### config.mk
export PLATFORM = sky130hd
export DESIGN_NAME = shift_sequencer
export DESIGN_NICKNAME = d
export VERILOG_FILES = /design/src/rtl/shift_sequencer.sv
export SDC_FILE = /design/constraint.sdc
export NUM_CORES = 1
export LEC_CHECK = 0
export CAP_MARGIN = 20
export CORE_MARGIN = 2
export CORE_UTILIZATION = 45
export DETAILED_ROUTE_END_ITERATION = 8
export PLACE_DENSITY = 0.85
export SLEW_MARGIN = 15
export SYNTH_ARGS = -nofsm -noshare
export SYNTH_HDL_FRONTEND = slang
export SYNTH_SLANG_ARGS = --single-unit
### constraint.sdc
create_clock -name clk -period 4 [get_ports clk]
set_clock_uncertainty 0.1 [all_clocks]
set_input_delay 0.8 -clock clk [delete_from_list [all_inputs] [get_ports clk]]
set_output_delay 0.8 -clock clk [all_outputs]
set_load 0.01 [all_outputs]
### src/rtl/shift_sequencer.sv
// shift_sequencer: multi-cycle controller sitting in front of shifter32.
// It turns one variable-amount shift request into a LOAD followed by N
// single-bit shift ops, then captures shifter32's output as the result.
// It also reports a done pulse and, for the reserved type, an err flag.

module shift_sequencer #(
  parameter int unsigned WIDTH = 32,
  parameter int unsigned AMT_W = 5
) (
  input  logic             clk,
  input  logic             reset_n,
  input  logic             start,
  input  logic [1:0]       shift_type,
  input  logic [AMT_W-1:0] amount,
  input  logic [WIDTH-1:0] data_in,
  output logic [2:0]       sh_op,
  output logic [WIDTH-1:0] sh_d_in,
  input  logic [WIDTH-1:0] sh_q,
  output logic             busy,
  output logic             done,
  output logic             err,
  output logic [WIDTH-1:0] result
);

  localparam int unsigned OP_W   = 3;
  localparam int unsigned TYPE_W = 2;

  // shifter32 op encoding
  localparam logic [OP_W-1:0] OP_NOP  = OP_W'(0);
  localparam logic [OP_W-1:0] OP_LOAD = OP_W'(1);
  localparam logic [OP_W-1:0] OP_LSL  = OP_W'(2);
  localparam logic [OP_W-1:0] OP_LSR  = OP_W'(3);
  localparam logic [OP_W-1:0] OP_ASR  = OP_W'(4);

  // request shift types
  localparam logic [TYPE_W-1:0] TYPE_LSL = TYPE_W'(0);
  localparam logic [TYPE_W-1:0] TYPE_LSR = TYPE_W'(1);
  localparam logic [TYPE_W-1:0] TYPE_ASR = TYPE_W'(2);
  localparam logic [TYPE_W-1:0] TYPE_RSV = TYPE_W'(3);

  typedef enum logic [1:0] {
    ST_IDLE    = 2'd0,
    ST_LOAD    = 2'd1,
    ST_SHIFT   = 2'd2,
    ST_CAPTURE = 2'd3
  } state_t;

  state_t             r_state;
  state_t             w_state_nxt;

  logic [TYPE_W-1:0]  r_type;
  logic [AMT_W-1:0]   r_amount;
  logic [AMT_W-1:0]   r_count;
  logic [WIDTH-1:0]   r_data;
  logic [WIDTH-1:0]   r_result;
  logic               r_done;
  logic               r_err;

  logic               w_accept;
  logic               w_count_dec;
  logic               w_capture;
  logic               w_skip_shift;
  logic [OP_W-1:0]    w_shift_op;

  // Shift op issued in SHIFT, selected by the latched request type
  always_comb begin
    w_shift_op = OP_NOP;
    case (r_type)
      TYPE_LSL: w_shift_op = OP_LSL;
      TYPE_LSR: w_shift_op = OP_LSR;
      TYPE_ASR: w_shift_op = OP_ASR;
      default:  w_shift_op = OP_NOP;
    endcase
  end

  // A zero amount or the reserved type passes the loaded operand straight to CAPTURE
  assign w_skip_shift = (r_amount == AMT_W'(0)) || (r_type == TYPE_RSV);

  // State register
  always_ff @(posedge clk or negedge reset_n) begin
    if (!reset_n) begin
      r_state <= ST_IDLE;
    end else begin
      r_state <= w_state_nxt;
    end
  end

  // Next-state logic plus Moore decode of sh_op/busy and datapath strobes
  always_comb begin
    w_state_nxt = r_state;
    sh_op       = OP_NOP;
    busy        = 1'b1;
    w_accept    = 1'b0;
    w_count_dec = 1'b0;
    w_capture   = 1'b0;
    case (r_state)
      ST_IDLE: begin
        busy = 1'b0;
        if (start) begin
          w_accept    = 1'b1;
          w_state_nxt = ST_LOAD;
        end
      end
      ST_LOAD: begin
        sh_op = OP_LOAD;
        if (w_skip_shift) begin
          w_state_nxt = ST_CAPTURE;
        end else begin
          w_state_nxt = ST_SHIFT;
        end
      end
      ST_SHIFT: begin
        sh_op = w_shift_op;
        // Counter is at least 1 on entry; guard keeps it from wrapping
        if (r_count != AMT_W'(0)) begin
          w_count_dec = 1'b1;
        end
        if (r_count <= AMT_W'(1)) begin
          w_state_nxt = ST_CAPTURE;
        end
      end
      ST_CAPTURE: begin
        sh_op       = OP_NOP;
        w_capture   = 1'b1;
        w_state_nxt = ST_IDLE;
      end
      default: begin
        w_state_nxt = ST_IDLE;
      end
    endcase
  end

  // Request latch, step counter, result capture and completion flags
  always_ff @(posedge clk or negedge reset_n) begin
    if (!reset_n) begin
      r_type   <= TYPE_W'(0);
      r_amount <= AMT_W'(0);
      r_count  <= AMT_W'(0);
      r_data   <= WIDTH'(0);
      r_result <= WIDTH'(0);
      r_done   <= 1'b0;
      r_err    <= 1'b0;
    end else begin
      if (w_accept) begin
        r_type   <= shift_type;
        r_amount <= amount;
        r_data   <= data_in;
        r_count  <= amount;
      end else if (w_count_dec) begin
        r_count <= r_count - AMT_W'(1);
      end
      if (w_capture) begin
        r_result <= sh_q;
      end
      r_done <= w_capture;
      r_err  <= w_capture && (r_type == TYPE_RSV);
    end
  end

  assign sh_d_in = r_data;
  assign result  = r_result;
  assign done    = r_done;
  assign err     = r_err;

endmodule

==> results.ini <==
[synthesis]
syn_area_per_cell_um2=14.7
syn_nets=300
synth_fa_ha_area_share_pct=2.72
ys_types=30
ys.warnings.count=0
yosysSeqAreaShare_pct=62.2
netlist_instances=219
synth.area.mux_share_pct=24.8
synthXorXnorAreaFrac_pct=0
netlist_area_mm2=0.00322
synth-simple-area-share_pct=5.17
synth_compound_area_share_pct=3.19
synth-seq-cells=80
synth_top_family_by_area=multiplexers

[detailed_routing]
avgRoutedWirePerCell_um=15.0
via_per_inst=4.83
drt-initial-drc-count=46
drt-total-wl_um=6990
drc_errors=0
ant_nets=0
detail_route.first_pass.iterations=4
vias=2256

[place]
gp_congestion=0.837
io_buffer_count=143
dp_hpwl_um=5030

[grt]
grt_pass1_vias=2370
overflow=0
grt_antenna_before_repair=0
grt_first_pass_wirelength_um=11100
grt_max_degree=81
track_usage_pct=18.5

[run]
cap_violations=0

[power_and_ir_drop]
powerDensity_mw_per_mm2=781
leakage_nw=2.08
ir_drop_mv=0.397

[final_layout]
mostFrequentLayoutCell=clkdlybuf4s50_1
nets=447
post-route-util_pct=72.1
final_cell_mix=clkdlybuf4s50_1, dfrtp_1, mux2_2, clkbuf_8
antenna_cells=0
drive_gt1_share_pct=24.8
syn2layout_area_growth_pct=53.7

[setup_path]
r2r_end=sh_d_in[5]
crit_path_top_delay_cell=clkdlybuf4s50_1
r2r_slack_ns=1.79
endpoint=sh_op[0]
crit_path_start_kind=flip-flop
crit_path_start=r_state[0]
path_cells=inv_1, ha_1, inv_1, nor3b_1, o21a_1, clkdlybuf4s50_1
crit_arrival_ns=2.17
worstRegToRegCells=4
crit_cells=6
reg2reg_from=r_state[0]
cp_common_cell=inv_1
crit_fanout=8
cp.buffers_inverters=3
required_ns=3.10
cp_top_family=buffers and inverters
slowest_delay_ns=0.54
worst_setup_path_end_kind=primary output
critical_path_class=flip-flop to primary output

[floorplan]
io_pins=144
rows=30
initial_utilization_pct=46.9
die_h_um=88.6
dieArea_mm2=0.00785
core-area_mm2=0.00687
die_w_um=88.6

[timing]
setup_viol=0
hold_violations=0
slew_headroom_pct=32.4
tns_ns=0
tightest_slew_ns=1.01
finalCritPeriodShare_pct=76.6
fmax_ghz=0.326
post-route-min-period_ns=3.07
drv_slew=0
holdWs_ns=0.237
rsz0062_at_grt=no

[clock_network]
cts.repair.resized=0
cts_setup_buffers=0
clock_latency_ns=0.33
cts.hold.buffers_added=0
cts_root_buf=clkbuf_8
cts_sinks=80
cts_tree=built
clock_path_buffers=2
clk_pin_slew_ns=0.08
htreeDepth=3
cts_buffers=9

[run_status]
status=finished, final reports clean

[hold_path]
hp-class=input pin to asynchronous set/reset pin

stage by stage:
step	instances	cell area, µm²	setup slack (ns)	total power (W)
floorplan	219	3220	1.93	0.00238
global placement	450	4740	1.34	0.00329
detailed placement	450	4740	1.28	0.00335
CTS	466	4920	0.911	0.00392
global route	467	4950	0.766	0.00411
finish	467	4950	0.934	0.00387
layout make-up:
type	instances	area, µm²
Clock buffer	12	155
Clock inverter	4	28.8
Fill cell	490	1920
Inverter	6	22.5
Multi-Input combinational cell	124	1160
Sequential cell	80	2000
Tap cell	96	120
Timing Repair Buffer	145	1460
report_power, final:
part	leakage, nW	internal, W	switching [W]
registers	0.946	0.00123	0.000238
logic	1.04	0.00117	0.000691
clock network	0.0886	0.000260	0.000283
total	2.08	0.00265	0.00121
routing by layer:
layer	GRT usage [%]	share of wire (%)	wire [µm]
met1	22.6	41	2830
met2	31.6	50	3500
met5	0	0	0
met3	5.78	8.4	585
met4	5.37	1.0	72
cells by family (layout without fill, tap and decap cells):
family / after synthesis / in the layout
buffers and inverters: 15 / 167
adder cells (fa/ha/maj): 7 / 7
flip-flops: 80 / 80
multiplexers: 71 / 71
AO/OA/AOI/OAI: 15 / 15
AND/OR/NAND/NOR: 31 / 31
flip-flops by register name, summed over array words and instances, names as in the netlist:
register / count
r_count: 5
done: 1
sh_d_in: 32
r_type: 2
result: 32
r_state: 2
err: 1
r_amount: 5
cell usage after synthesis:
cell / number / share of area, %
a221oi_1: 1 / 0.27
nand2b_1: 2 / 0.39
ha_1: 7 / 2.7
nor2b_1: 1 / 0.19
nand2_1: 8 / 0.93
nor2_1: 6 / 0.70
or2_2: 1 / 0.19
buf_2: 5 / 0.78
or3_2: 1 / 0.23
a211oi_1: 1 / 0.23
nor4b_1: 1 / 0.27
a21oi_1: 2 / 0.31
or4b_1: 1 / 0.31
o311a_1: 1 / 0.31
clkbuf_1: 4 / 0.47
nor3_1: 1 / 0.16
o311ai_0: 1 / 0.27
o21a_1: 1 / 0.23
nor3b_1: 2 / 0.47
nand3_1: 1 / 0.16
o21bai_1: 1 / 0.23
o31ai_1: 1 / 0.23
inv_1: 6 / 0.70
dfrtp_1: 80 / 62
or3_1: 3 / 0.58
a31oi_1: 4 / 0.78
mux2_2: 71 / 25
o21ai_0: 2 / 0.31
and3_1: 2 / 0.39
nor4_1: 1 / 0.19
worst min-delay path by stage:
stage	from	endpoint	slack [ns]	depth (start not counted)
floorplan	r_amount[4]	r_amount[4]	0.35	2
global placement	sh_d_in[6]	sh_d_in[6]	0.39	1
detailed placement	sh_d_in[0]	sh_d_in[0]	0.39	1
CTS	sh_d_in[6]	sh_d_in[6]	0.41	1
global route	reset_n	sh_d_in[3]	0.25	1
finish	reset_n	sh_d_in[3]	0.24	1
Note: power is estimated with default switching activity, not from simulation.
